$ cat src/rtl/fetch_unit_pkg.sv
// Shared fetch-stage types and constants: widths, queue entry layout and
// the thermometer encoding decode uses to pop instructions.
package fetch_unit_pkg;

  localparam int ADDR_W      = 10;
  localparam int INSTR_W     = 32;
  localparam int FETCH_WIDTH = 2;

  typedef struct packed {
    logic [INSTR_W-1:0] instr;
    logic [ADDR_W-1:0]  pc;
  } fetch_entry_t;

  // Thermometer pop encodings from decode; 2'b10 is never legal.
  localparam logic [1:0] TAKE_NONE = 2'b00;
  localparam logic [1:0] TAKE_ONE  = 2'b01;
  localparam logic [1:0] TAKE_TWO  = 2'b11;

  // Number of entries popped for a take code; the illegal code pops nothing.
  function automatic logic [1:0] take_count(input logic [1:0] take);
    case (take)
      TAKE_ONE: return 2'd1;
      TAKE_TWO: return 2'd2;
      default:  return 2'd0;
    endcase
  endfunction

endpackage

$ cat src/rtl/fetch_unit_queue.sv
// Circular instruction queue: writes a fetched pair per push, exposes the
// two oldest entries, pops 0..2 per cycle and flushes to empty in one edge.
// DEPTH must be a power of two so the pointers wrap for free.
module fetch_unit_queue
  import fetch_unit_pkg::*;
#(
  parameter int DEPTH = 8,
  parameter int PC_W  = ADDR_W,
  localparam int PTR_W = $clog2(DEPTH),
  localparam int CNT_W = PTR_W + 1
) (
  input  logic               clk,
  input  logic               rst_n,
  input  logic               flush,
  input  logic               push,
  input  logic [INSTR_W-1:0] push_instr0,
  input  logic [INSTR_W-1:0] push_instr1,
  input  logic [PC_W-1:0]    push_pc0,
  input  logic [PC_W-1:0]    push_pc1,
  input  logic [1:0]         pop_n,
  output logic [INSTR_W-1:0] head_instr0,
  output logic [INSTR_W-1:0] head_instr1,
  output logic [PC_W-1:0]    head_pc0,
  output logic [PC_W-1:0]    head_pc1,
  output logic [CNT_W-1:0]   count
);

  logic [INSTR_W-1:0] instr_mem [DEPTH];
  logic [PC_W-1:0]    pc_mem    [DEPTH];
  logic [PTR_W-1:0]   head;
  logic [PTR_W-1:0]   tail;
  logic [PTR_W-1:0]   head_nxt1;
  logic [PTR_W-1:0]   tail_nxt1;

  // Second read/write port addresses; wrap is implicit in the pointer width.
  always_comb begin
    head_nxt1 = head + PTR_W'(1);
    tail_nxt1 = tail + PTR_W'(1);
  end

  // Storage needs no reset: occupancy alone decides what is valid.
  always_ff @(posedge clk) begin
    if (push && !flush) begin
      instr_mem[tail]      <= push_instr0;
      pc_mem[tail]         <= push_pc0;
      instr_mem[tail_nxt1] <= push_instr1;
      pc_mem[tail_nxt1]    <= push_pc1;
    end
  end

  // Pointer and occupancy update; flush wins over push and pop.
  always_ff @(posedge clk or negedge rst_n) begin
    if (!rst_n) begin
      head  <= '0;
      tail  <= '0;
      count <= '0;
    end else if (flush) begin
      head  <= '0;
      tail  <= '0;
      count <= '0;
    end else begin
      if (push) tail <= tail + PTR_W'(2);
      head  <= head + PTR_W'(pop_n);
      count <= count + (push ? CNT_W'(2) : CNT_W'(0)) - CNT_W'(pop_n);
    end
  end

  // Oldest two entries, always presented; the top masks invalid slots.
  always_comb begin
    head_instr0 = instr_mem[head];
    head_pc0    = pc_mem[head];
    head_instr1 = instr_mem[head_nxt1];
    head_pc1    = pc_mem[head_nxt1];
  end

endmodule

$ cat src/rtl/fetch_unit.sv
// Dual-issue fetch stage: owns the fetch PC, drives the synchronous imem,
// captures each returned instruction pair into the queue and hands up to
// two instructions per cycle to decode. A redirect flushes everything and
// fetches the target in the same cycle.
module fetch_unit #(
  parameter int                QUEUE_DEPTH = 8,
  parameter int                ADDR_W      = 10,
  parameter logic [ADDR_W-1:0] RESET_PC    = '0
) (
  input  logic                         clock_i,
  input  logic                         reset_n_i,
  output logic [ADDR_W-1:0]            imem_address_o,
  output logic                         imem_stall_o,
  input  logic [63:0]                  imem_data_i,
  input  logic                         redirect_i,
  input  logic [ADDR_W-1:0]            redirect_target_i,
  output logic [1:0]                   dec_valid_o,
  output logic [31:0]                  dec_instr0_o,
  output logic [31:0]                  dec_instr1_o,
  output logic [ADDR_W-1:0]            dec_pc0_o,
  output logic [ADDR_W-1:0]            dec_pc1_o,
  input  logic [1:0]                   dec_take_i,
  output logic [$clog2(QUEUE_DEPTH):0] queue_count_o
);
  import fetch_unit_pkg::*;

  localparam int CNT_W = $clog2(QUEUE_DEPTH) + 1;
  // Highest occupancy at which a new fetch is still safe. With a pair in
  // flight, room is needed for it plus the pair being requested now.
  localparam logic [CNT_W-1:0] MAX_CNT_INFLIGHT = CNT_W'(QUEUE_DEPTH - 2 * FETCH_WIDTH);
  localparam logic [CNT_W-1:0] MAX_CNT_IDLE     = CNT_W'(QUEUE_DEPTH - FETCH_WIDTH);

  logic [ADDR_W-1:0]  fetch_pc;
  logic [ADDR_W-1:0]  inflight_pc;
  logic               inflight_valid;
  logic               fetch_en;
  logic               enq;
  logic [1:0]         pop_n;
  logic [1:0]         slot_valid;
  logic [CNT_W-1:0]   count;
  logic [INSTR_W-1:0] head_instr0;
  logic [INSTR_W-1:0] head_instr1;
  logic [ADDR_W-1:0]  head_pc0;
  logic [ADDR_W-1:0]  head_pc1;

  // Fetch/stall decision and decode-side gating; redirect overrides all.
  always_comb begin
    fetch_en       = redirect_i ||
                     (count <= (inflight_valid ? MAX_CNT_INFLIGHT : MAX_CNT_IDLE));
    imem_stall_o   = !fetch_en;
    imem_address_o = redirect_i ? redirect_target_i : fetch_pc;
    enq            = inflight_valid && !redirect_i;
    pop_n          = redirect_i ? 2'd0 : take_count(dec_take_i);
    slot_valid     = redirect_i ? 2'b00 : {count >= CNT_W'(2), count >= CNT_W'(1)};
  end

  // Fetch PC and tracking of the pair imem returns on the next cycle.
  always_ff @(posedge clock_i or negedge reset_n_i) begin
    if (!reset_n_i) begin
      fetch_pc       <= RESET_PC;
      inflight_pc    <= '0;
      inflight_valid <= 1'b0;
    end else if (fetch_en) begin
      inflight_pc    <= imem_address_o;
      inflight_valid <= 1'b1;
      fetch_pc       <= imem_address_o + ADDR_W'(FETCH_WIDTH);
    end else begin
      inflight_valid <= 1'b0;
    end
  end

  fetch_unit_queue #(
    .DEPTH (QUEUE_DEPTH),
    .PC_W  (ADDR_W)
  ) u_queue (
    .clk         (clock_i),
    .rst_n       (reset_n_i),
    .flush       (redirect_i),
    .push        (enq),
    .push_instr0 (imem_data_i[31:0]),
    .push_instr1 (imem_data_i[63:32]),
    .push_pc0    (inflight_pc),
    .push_pc1    (inflight_pc + ADDR_W'(1)),
    .pop_n       (pop_n),
    .head_instr0 (head_instr0),
    .head_instr1 (head_instr1),
    .head_pc0    (head_pc0),
    .head_pc1    (head_pc1),
    .count       (count)
  );

  // Decode slots read as zero whenever they are not valid.
  always_comb begin
    dec_valid_o   = slot_valid;
    dec_instr0_o  = slot_valid[0] ? head_instr0 : '0;
    dec_pc0_o     = slot_valid[0] ? head_pc0    : '0;
    dec_instr1_o  = slot_valid[1] ? head_instr1 : '0;
    dec_pc1_o     = slot_valid[1] ? head_pc1    : '0;
    queue_count_o = count;
  end

endmodule
$ cat config.mk
export PLATFORM = sky130hd
export DESIGN_NAME = fetch_unit
export DESIGN_NICKNAME = d
export VERILOG_FILES = /design/src/rtl/fetch_unit_pkg.sv /design/src/rtl/fetch_unit_queue.sv /design/src/rtl/fetch_unit.sv
export SDC_FILE = /design/constraint.sdc
export NUM_CORES = 1
export LEC_CHECK = 0
export CORE_MARGIN = 8
export CORE_UTILIZATION = 47
export DETAILED_ROUTE_END_ITERATION = 12
export MAX_ROUTING_LAYER = met4
export PLACE_DENSITY = 0.66
export SYNTH_ARGS = -nofsm -noshare
export SYNTH_HDL_FRONTEND = slang
export SYNTH_SLANG_ARGS = --single-unit
$ cat constraint.sdc
create_clock -name clock_i -period 5.9 [get_ports clock_i]
set_input_delay 0.885 -clock clock_i [delete_from_list [all_inputs] [get_ports clock_i]]
set_output_delay 0.885 -clock clock_i [all_outputs]
set_load 0.1 [all_outputs]
# Word-level counts from Yosys, hierarchy flattened
# Memories as Yosys holds them, arrays and structs flattened.
# Index checks and enable logic that the tools add are counted.
# Widths: inputs -> output; s select.
[totals]
register_bits = 31
ram_bits = 336
inputBits = 79
out_inout_bits = 101
n_memories = 2
[mem_list]
columns = ["memory", "words", "word_bits", "rd", "rd_ports_with_merged_regs", "wr", "line", "text"]
rows = [
  ["u_queue.instr_mem", 8, 32, 2, 0, 2, "fetch_unit_queue.sv:28", "logic [INSTR_W-1:0] instr_mem [DEPTH];"],
  ["u_queue.pc_mem", 8, 10, 2, 0, 2, "fetch_unit_queue.sv:29", "logic [PC_W-1:0] pc_mem [DEPTH];"],
]
[classes]
addsub = 8
n_lt_le_gt_ge = 3
eq_ne = 2
n_mux = 17
reduce_logical = 6
[ops]
columns = ["operator", "n"]
rows = [
  ["$mux 32", 2],
  ["$mux 10", 3],
  ["$add 10x1->10 const B", 1],
  ["$add 10x2->10 const B", 1],
  ["$mux 3", 3],
  ["$mux 2", 4],
  ["$add 3x1->3 const B", 2],
  ["$add 4x4->4", 1],
  ["$ge 4x1->1 const B", 1],
  ["$ge 4x2->1 const B", 1],
  ["$le 4x3->1", 1],
  ["$mux 4", 1],
  ["$pmux 2 s2", 1],
  ["$sub 4x2->4", 1],
  ["$add 3x2->3", 1],
  ["$add 3x2->3 const B", 1],
  ["$mux 1", 3],
  ["$eq 2x1->1 const B", 1],
  ["$eq 2x2->1 const B", 1],
  ["$logic_and 1x1->1", 2],
  ["$logic_not 1->1", 2],
  ["$reduce_bool 2->1", 1],
  ["$logic_or 1x1->1", 1],
]

# Logic depth before layout (Yosys ltp)
# Gate-level depths: netlist of run 1.
[logic_depth]
ltp_word = 6
mapped_depth = 11

# By module
# A second synthesis of run 1 with hierarchy kept.
[hier_totals]
cells_unflattened = 1451
hier_area_um2 = 20399.6
[by_module_without_submodules]
columns = ["mod", "n_inst", "cells_per_inst", "area_per_inst_um2", "seq_area_each_um2"]
rows = [
  ["fetch_unit_queue", 1, 1215, 18562.8, 10314.9],
  ["fetch_unit", 1, 236, 1836.8, 500.5],
]

# Worst setup path before layout of run 1
# No wires, ideal clock.
[synth_path]
path_kind = "reg2out"
startpoint = "register u_queue.count[3]"
endpoint = "output port dec_instr0_o[10]"
arrival_ns = 3.858
slack_ns = 1.157
path_stages_with_launch = 9
n_path_buf = 2
cell_sequence = "dfrtp_1 inv_1 ha_1 a21o_1 buf_2 inv_1 a21oi_2 buf_2 nor2_1"
[synth_between]
elab_chain_cells = 3
[synth_rtl]
columns = ["item", "line", "text"]
rows = [
  ["start: declaration", "fetch_unit_queue.sv:25", "output logic [CNT_W-1:0] count"],
  ["start signal: assignment", "fetch_unit_queue.sv:64", "count <= count + (push ? CNT_W'(2) : CNT_W'(0)) - CNT_W'(pop_n);"],
  ["$ge 4x1->1", "fetch_unit.sv:54", "slot_valid = redirect_i ? 2'b00 : {count >= CNT_W'(2), count >= CNT_W'(1)};"],
  ["$mux 2", "fetch_unit.sv:54", ""],
  ["$mux 32", "fetch_unit.sv:95", "dec_instr0_o = slot_valid[0] ? head_instr0 : '0;"],
  ["end: declaration", "fetch_unit.sv:18", "output logic [31:0] dec_instr0_o,"],
]
# Every way passes these cells.

# Worst setup path after layout of run 1
[layout_path]
startpoint = "register u_queue.head[1]"
endpoint = "output port dec_pc1_o[7]"
[layout_between]
elab_chain_cells = 3
[layout_rtl]
columns = ["item", "line", "text"]
rows = [
  ["start: declaration", "fetch_unit_queue.sv:30", "logic [PTR_W-1:0] head;"],
  ["start signal: assignment", "fetch_unit_queue.sv:63", "head <= head + PTR_W'(pop_n);"],
  ["$add 3x1->3", "fetch_unit_queue.sv:37", "head_nxt1 = head + PTR_W'(1);"],
  ["$mem_v2 8x10", "-", ""],
  ["$mux 10", "fetch_unit.sv:98", "dec_pc1_o = slot_valid[1] ? head_pc1 : '0;"],
  ["end: declaration", "fetch_unit.sv:21", "output logic [ADDR_W-1:0] dec_pc1_o,"],
]
# Every way passes these cells.

==> out/results.ini, run 1 <==
[worst_setup_path]
r2r_slack_ns=2.93
worstSetupPathType=flip-flop to output port
slowest_delay_ns=1.22
path_cells=ha_4 > mux4_2 > nand2_1 > a21oi_1 > clkdlybuf4s50_1
cp.arrival_ns=3.86
worstPathRequired_ns=5.02
crit_path_start_kind=flip-flop
crit_path_top_delay_cell=clkdlybuf4s50_1
crit_fanout=44
crit_path_end_kind=output port

[synth]
yosys-top-cells-count=edfxtp_1 (336), nand2_1 (199), mux4_2 (168), clkbuf_1 (113), mux2_2 (107)
yosys.area.top_type_share_pct=51.8
ys_warn_count=0
ys_seq_elements=365
synth_nets=1422
synth.cell_area_um2=19500
synthArstFlopShare_pct=7.95
syn_avg_cell_area_um2=14.7
synthTopCellsByArea=edfxtp_1 (52%), mux4_2 (19%), mux2_2 (6.2%)
syn_inst=1327
ys_seq_area_share_pct=55.6
synth_ff_type=edfxtp_1
ys_types=44
synth_edf_count=336
yosysMostFrequentCell=edfxtp_1
synth_top_cell_by_area=edfxtp_1

[clock_tree]
cts-root-buf=clkbuf_16
clkTransAtPathRegs_ns=0.06
htreeDepth=2
hold_buffers=0
clk_latency_ns=0.57
clk_path_buf_depth=3
post_cts_buffers=0
cts_tree=done
postCtsResizedCells=0
clock-sinks=365
cts_buffers=42

[power_and_ir_drop]
p_comb_share_pct=38.0
swShare_pct=39.3
seqPwrFrac_pct=38.1
switchingPower_uw=3990
power.density_nw_per_um2=451
p_total_uw=10100
vdd_drop_max_uv=323
p_leak_uw=0.00759
p_int_uw=6150
power_frac_clock_pct=23.9

[global_route]
grt_max_degree=150
grt_usage_pct=19.5
antenna_found_initial=1
grt_overflow_total=0
grt_first_pass_wirelength_mm=70.4
grt_pass1_vias=11922

[timing]
fin_crit_ns=4.74
finalMaxSlewViolations=0
slew_headroom_pct=31.5
fin_tns_setup_ns=0
clock.fmax_mhz=211
setup_violations=0
clock_skew_ns=0.0226
period_share_pct=80.4
rsz0062_at_grt=no
hold_viol_final=0
worst_pin_slew_ns=1.03

[run_status]
status=finished, final reports clean

[final_layout]
area_growth_syn_to_layout_pct=15.5
drive_gt1_share_pct=32.5
nets=1492

[routing]
drt_first_pass_iters=5
drt_iter0_drc=761
ant_nets=0
vias_per_cell=5.80
vias=11387
drt-total-wl_mm=45.6
drcViolationCount=0
wl_per_cell_um=23.2

[die]
fp-row-count=74
fp.dieW_um=220
die_h_um=220
io_pins=180
die-area_um2=48200
initial_core_util_pct=47.7
core_um2=40800

[worst_hold_path]
hold_class=flip-flop to flip-flop

[placed_design]
dp_hpwl_mm=28.1
io_buffers=179
place_congestion=0.730

[run]
max_cap_viol_count=0

power by group through the flow:
| stage | logic [µW] | registers [µW] | clock network, µW |
|---|---|---|---|
| after floorplan | 3110 | 3760 | 0 |
| after global placement | 3850 | 3880 | 0 |
| after detailed placement | 3890 | 3910 | 0 |
| after CTS | 3900 | 3860 | 2490 |
| after global routing | 4080 | 3930 | 2570 |
| final | 3850 | 3860 | 2430 |
worst paths after layout:
| check | end | start | cells past startpoint |
|---|---|---|---|
| max | dec_pc1_o[7] | u_queue.head[1] | 5 |
| min | fetch_pc[2] | fetch_pc[2] | 2 |
| max reg2reg | u_queue.instr_mem[1][4] | inflight_valid | 5 |
| min reg2reg | fetch_pc[2] | fetch_pc[2] | 2 |
| max in group asynchronous | u_queue.head[1] | reset_n_i | 2 |
| min in group asynchronous | u_queue.count[1] | reset_n_i | 2 |
registers in the layout, indices dropped and copies added, names as in the netlist:
signal,flops
inflight_pc,9
inflight_valid,1
u_queue.instr_mem,256
u_queue.pc_mem,80
u_queue.tail,2
u_queue.head,3
fetch_pc,10
u_queue.count,4
critical path: cells and delay by family, from the launching register on:
family	cells	cell delay (ns)
buffers and inverters	1	1.22
DFF	1	0.97
adders and majority gates	1	0.53
muxes	1	0.31
AOI/OAI and AO/OA	1	0.22
and+or+nand+nor	1	0.05
cell families (layout without fill, tap and decap cells):
family / after synthesis / after routing / share of synthesized area (%)
buffers and inverters: 201 / 304 / 4.72
adder cells (fa/ha/maj): 16 / 16 / 1.14
XOR/XNOR: 44 / 44 / 1.98
AO/OA/AOI/OAI: 60 / 60 / 1.79
multiplexers: 324 / 324 / 28.2
flip-flops: 365 / 365 / 55.6
other: 0 / 2 / 0
AND/OR/NAND/NOR: 317 / 317 / 6.60
per-layer routing:
metal	vias to the layer above	share of wire [%]	GRT usage, %
li1	5106	-	-
met1	5879	43	25.5
met2	331	49	31.1
met3	71	6.2	3.47
met4	0	2.1	5.60
met5	-	0	-
cell usage in the layout, fill, tap and decap left out, types with 3 or more instances in the layout:
cell type        count
edfxtp_1           336
nand2_1            198
mux4_2             168
mux2_2             107
buf_4              102
clkdlybuf4s50_1     94
nor2_1              87
a21oi_1             49
mux2i_1             47
clkbuf_16           42
dfrtp_1             26
xor2_1              24
xnor2_1             18
inv_1               16
clkbuf_1            14
ha_1                12
clkinv_2             9
clkinv_1             8
buf_12               6
nand3_1              5
nand4_1              5
nand2_2              4
and3_1               4
inv_2                4
nor2b_1              3
inv_4                3
a211oi_1             3
fa_1                 3
dfrtp_4              3
stage by stage:
step | setup WS (ns) | hold slack [ns] | cell area (µm²) | util (%) | cells
finish | 1.16 | 0.473 | 22500 | 55.0 | 1964
global route | 0.958 | 0.511 | 22500 | 55.0 | 1963
CTS | 1.08 | 0.478 | 22500 | 55.0 | 1962
detailed placement | 1.55 | 0.463 | 21200 | 51.9 | 1885
global placement | 1.58 | 0.450 | 21200 | 51.9 | 1885
floorplan | 1.16 | 0.435 | 19500 | - | 1327
cell type report:
type,instances,area (µm²)
fill,3290,18400
sequential,365,10800
multi-input combinational,761,7780
timing repair buffer,202,1830
clock buffer,56,1100
tap,532,666
clock inverter,21,166
inverter,25,104
antenna,2,5.00
Note: power is estimated with default switching activity, not from simulation.
==> run 2, diff against run 1 <==
--- a/config.mk
+++ b/config.mk
@@ -9,7 +9,7 @@
 export CORE_UTILIZATION = 47
 export DETAILED_ROUTE_END_ITERATION = 12
 export MAX_ROUTING_LAYER = met4
-export PLACE_DENSITY = 0.66
+export PLACE_DENSITY = 0.69
 export SYNTH_ARGS = -nofsm -noshare
 export SYNTH_HDL_FRONTEND = slang
 export SYNTH_SLANG_ARGS = --single-unit
==> constraint.sdc (replaced) <==
create_clock -name clock_i -period 4.1 [get_ports clock_i]
set_input_delay 0.615 -clock clock_i [delete_from_list [all_inputs] [get_ports clock_i]]
set_output_delay 0.615 -clock clock_i [all_outputs]
set_load 0.1 [all_outputs]
==> run 2 against run 1 <==
Compared with the run above:
- critical path depth unchanged
- clock-buffer cell count down 2
- flip-flop and latch count stayed put
- worst hold slack got worse by 0.0028 ns
- sequential share of layout area fell by 2.5 points
- register-to-register slack got worse by 1.5 ns
- routed wire length barely moved
- worst setup slack worse by 0.71 ns
- combinational power is 64% higher
- clock skew shrank 0.012 ns
- sequential power grew 44%
==> out/results.ini, run 2 (synthesis results as in run 1) <==
[run_status]
status=finished, final reports clean

[worst_setup_path]
cp.arrival_ns=3.04
crit_fanout=142
crit_path_start_kind=flip-flop
crit_path_end_kind=output port
worst_path_most_repeated_cell=buf_12
worstSetupPathType=flip-flop to output port
crit_path_top_delay_cell=buf_12
path_buf_inv=2
worstPathRequired_ns=3.48
cpLargestDelayFamily=multiplexers
slowest_delay_ns=0.70
path_cells=buf_12 > mux4_2 > mux2i_1 > nor2_1 > buf_12

[global_route]
grt_max_degree=143
grt_first_pass_wirelength_mm=70.3
antenna_found_initial=7
grt_pass1_vias=12027
grt_overflow_total=0
grt_usage_pct=19.4

[final_layout]
largest_reg_flops=256
drive_gt1_share_pct=33.6
largest_register=u_queue.instr_mem
layout.cells.most_common=edfxtp_1
fillers=3114
reg_top3=u_queue.instr_mem: 256 flops, u_queue.pc_mem: 80 flops, fetch_pc: 10 flops
final_cell_mix=edfxtp_1 (336), nand2_1 (198), mux4_2 (168), mux2_2 (107), buf_12 (101)
multi_input_area_um2=7780
nets=1501
area_growth_syn_to_layout_pct=21.8
utilization_pct=58.1
seqCellArea_um2=10800

[clock_tree]
htreeDepth=2
post_cts_buffers=0
clkTransAtPathRegs_ns=0.06
clk_latency_ns=0.52
cts_buffers=40
cts-root-buf=clkbuf_16
postCtsResizedCells=0
clk_path_buf_depth=3
hold_buffers=0
cts_tree=done
clock-sinks=365

[timing]
period_share_pct=89.2
setup_violations=0
slew_headroom_pct=34.3
fin_crit_ns=3.66
hold_viol_final=0
clock.fmax_mhz=273
finalMaxSlewViolations=0
clock_skew_ns=0.0105
worst_pin_slew_ns=0.982
rsz0062_at_grt=no

[die]
io_pins=180
fp-row-count=74
die-area_um2=48200
initial_core_util_pct=47.7
die_h_um=220
fp.dieW_um=220
core_um2=40800

[routing]
drt-total-wl_mm=45.5
vias=11395
wl_per_cell_um=23.0
drt_first_pass_iters=7
drcViolationCount=0
vias_per_cell=5.77
drt_iter0_drc=730
ant_nets=0

[worst_hold_path]
hold_class=flip-flop to flip-flop

[power_and_ir_drop]
p_int_uw=9500
switchingPower_uw=5810
power.density_nw_per_um2=646
swShare_pct=37.9
p_leak_uw=0.00795
power_frac_clock_pct=22.4
p_total_uw=15300
p_comb_share_pct=41.4
seqPwrFrac_pct=36.2
vdd_drop_max_uv=489

[placed_design]
place_congestion=0.790
io_buffers=179
dp_hpwl_mm=29.3

[run]
max_cap_viol_count=0

## run 2: cell types whose count changed in the layout (fill, tap and decap cells not counted), sizes merged
cell / before / now
buf: 108 / 131
clkinvlp: 1 / 0
clkbuf: 56 / 54
clkinv: 18 / 16
diode: 2 / 8
bufinv: 2 / 3
inv: 25 / 24
clkdlybuf4s50: 94 / 82
## run 2: final timing paths
path,start,endpoint,slack (ns),depth (start not counted)
worst max-delay path,u_queue.head[0],dec_pc0_o[8],0.44,5
max in group asynchronous,reset_n_i,u_queue.head[2],3.31,2
min in group asynchronous,reset_n_i,u_queue.count[0],0.48,2
worst min register to register,fetch_pc[2],fetch_pc[2],0.47,2
worst min-delay path,fetch_pc[2],fetch_pc[2],0.47,2
worst max register to register,inflight_valid,u_queue.instr_mem[5][21],1.47,5
## run 2: metal layers
metal / GRT usage (%) / part of all wire (%) / up-vias
li1: - / - / 5133
met1: 24.6 / 41 / 5846
met2: 32.3 / 50 / 357
met3: 3.65 / 6.5 / 59
met4: 4.63 / 2.0 / 0
met5: - / 0 / -
## run 2: through the flow
stage               hold slack, ns  cells  area [µm²]  worst slack, ns  TNS, ns
finish                       0.470   1976       23700            0.443        0
CTS                          0.473   1968       23700            0.383        0
global placement             0.450   1896       22400            0.752        0
global route                 0.494   1975       23700            0.306        0
detailed placement           0.461   1896       22400            0.684        0
floorplan                    0.319   1327       19500           -0.373   -15.13
## run 2: cell type report
type,instances,area share [%]
repair buffers,213,12.9
diodes,8,0.0845
clock buffers,54,4.58
well taps,532,2.81
multi-input cells,761,32.8
flip-flops and latches,365,45.7
clock inverters,18,0.660
inverters,25,0.438
## run 2: worst register-to-register path, stage by stage (launching register included)
cell	delay, ns
dfrtp_1	0.42
nor2b_1	0.51
nand2_2	0.33
inv_4	0.38
buf_12	0.31
mux2_2	0.43
## run 2: power groups by stage
stage	registers [µW]	logic (µW)	clock network, µW
floorplan	5420	4480	0
global placement	5550	6330	0
detailed placement	5610	6400	0
finish	5540	6330	3440
global route	5630	6670	3630
CTS	5530	6410	3500
==> run 3, diff against run 2 <==
--- a/config.mk
+++ b/config.mk
@@ -8,7 +8,6 @@
 export CORE_MARGIN = 8
 export CORE_UTILIZATION = 47
 export DETAILED_ROUTE_END_ITERATION = 12
-export MAX_ROUTING_LAYER = met4
 export PLACE_DENSITY = 0.69
 export SYNTH_ARGS = -nofsm -noshare
 export SYNTH_HDL_FRONTEND = slang
==> run 3 against run 2 <==
Compared with the run above:
- non-clock buffer count unchanged
- worst setup slack got worse by 0.046 ns
- clock skew about the same
- clock power about the same
- first-iteration DRC count increased by 7.4%
- worst hold slack got worse by 0.0011 ns
- flip-flop and latch count unchanged
- final cell count decreased by 0.15%
==> out/results.ini, run 3 (synthesis results as in run 1) <==
[final_layout]
layout.cells.most_common=edfxtp_1
fin_cells=1973
largest_register=u_queue.instr_mem
reg_top3=u_queue.instr_mem: 256 flops, u_queue.pc_mem: 80 flops, fetch_pc: 10 flops
area_growth_syn_to_layout_pct=21.7
final_cell_area_um2=23700
nets=1501
largest_reg_flops=256
drive_gt1_share_pct=33.6
final_cell_mix=edfxtp_1 (336), nand2_1 (198), mux4_2 (168), mux2_2 (107), buf_12 (101)

[placed_design]
dp_hpwl_mm=29.3
place_congestion=0.779
placed_cells=1896
placed_area_um2=22400
io_buffers=179

[die]
io_pins=180
initial_core_util_pct=47.7
fp.dieW_um=220
die_h_um=220
core_um2=40800
fp-row-count=74
die-area_um2=48200

[power_and_ir_drop]
p_leak_uw=0.00795
power.density_nw_per_um2=646
p_total_uw=15300
vdd_drop_max_uv=488

[clock_tree]
cts_tree=done
hold_buffers=0
cts_buffers=40
clkTransAtPathRegs_ns=0.06
clk_latency_ns=0.52
clk_path_buf_depth=3
htreeDepth=2
cts-root-buf=clkbuf_16
postCtsResizedCells=0
post_cts_buffers=0
clock-sinks=365

[global_route]
grt_pass1_vias=12033
antenna_found_initial=7
grt_usage_pct=18.9
grt_overflow_total=0
grt_max_degree=143
grt_first_pass_wirelength_mm=70.4

[worst_setup_path]
crit_fanout=142
crit_path_end_kind=output port
worstPathRequired_ns=3.48
cp.arrival_ns=3.09
crit_path_start_kind=flip-flop
worstSetupPathType=flip-flop to output port

[routing]
wl_per_cell_um=23.2
ant_nets=0
drt_first_pass_iters=5
drcViolationCount=0
vias_per_cell=5.80
drt-total-wl_mm=45.7
drt_iter0_drc=784
vias=11436

[timing]
fin_tns_setup_ns=0
hold_viol_final=0
rsz0062_at_grt=no
finalMaxSlewViolations=0
worst_pin_slew_ns=0.982
clock_skew_ns=0.0103
slew_headroom_pct=34.3
setup_violations=0
clock.fmax_mhz=270
period_share_pct=90.3
finalHoldWorstSlack_ns=0.469
fin_crit_ns=3.70

[run]
max_cap_viol_count=0

[run_status]
status=finished, final reports clean

[worst_hold_path]
hold_class=flip-flop to flip-flop

==> run 3: changes by cell type in the layout (fill, tap and decap cells not counted), sizes merged <==
cell / before / now
diode: 8 / 5
==> run 3: worst max-delay path: stages, from the launching register on <==
cell     delay [ns]
dfrtp_4        0.47
buf_12         0.66
mux4_2         0.61
mux2i_1        0.34
nor2_1         0.14
buf_12         0.19
==> run 3: final timing paths <==
kind                                                 end  cells after the start  slack (ns)       startpoint
worst max-delay path                        dec_pc0_o[8]                      5        0.40  u_queue.head[0]
min in group asynchronous               u_queue.count[0]                      2        0.48        reset_n_i
worst min-delay path                         fetch_pc[2]                      2        0.47      fetch_pc[2]
worst min register to register               fetch_pc[2]                      2        0.47      fetch_pc[2]
worst max register to register  u_queue.instr_mem[5][21]                      5        1.47   inflight_valid
max in group asynchronous                u_queue.head[2]                      2        3.31        reset_n_i
==> run 3: cell type report <==
class	instances	area, µm²
Fill cell	3117	17100
Inverter	25	104
Tap cell	532	666
Sequential cell	365	10800
Timing Repair Buffer	213	3070
Multi-Input combinational cell	761	7780
Clock buffer	54	1080
Antenna cell	5	12.5
Clock inverter	18	156
==> run 3: where the power goes <==
group | switching (µW) | internal, µW
logic | 3940 | 2400
clock network | 1390 | 2040
registers | 475 | 5070
==> run 3: metrics by stage <==
stage,worst slack [ns],utilization [%]
CTS,0.383,58.0
finish,0.396,58.0
global route,0.274,58.0
global placement,0.752,55.0
floorplan,-0.373,-
detailed placement,0.684,55.0
==> run 3: per-layer routing <==
metal | share of wire, % | up-vias | global-route usage [%]
met5 | 0.077 | - | 0
met3 | 6.9 | 70 | 4.00
met2 | 50 | 335 | 32.3
li1 | - | 5127 | -
met4 | 2.1 | 6 | 4.63
met1 | 41 | 5898 | 24.4
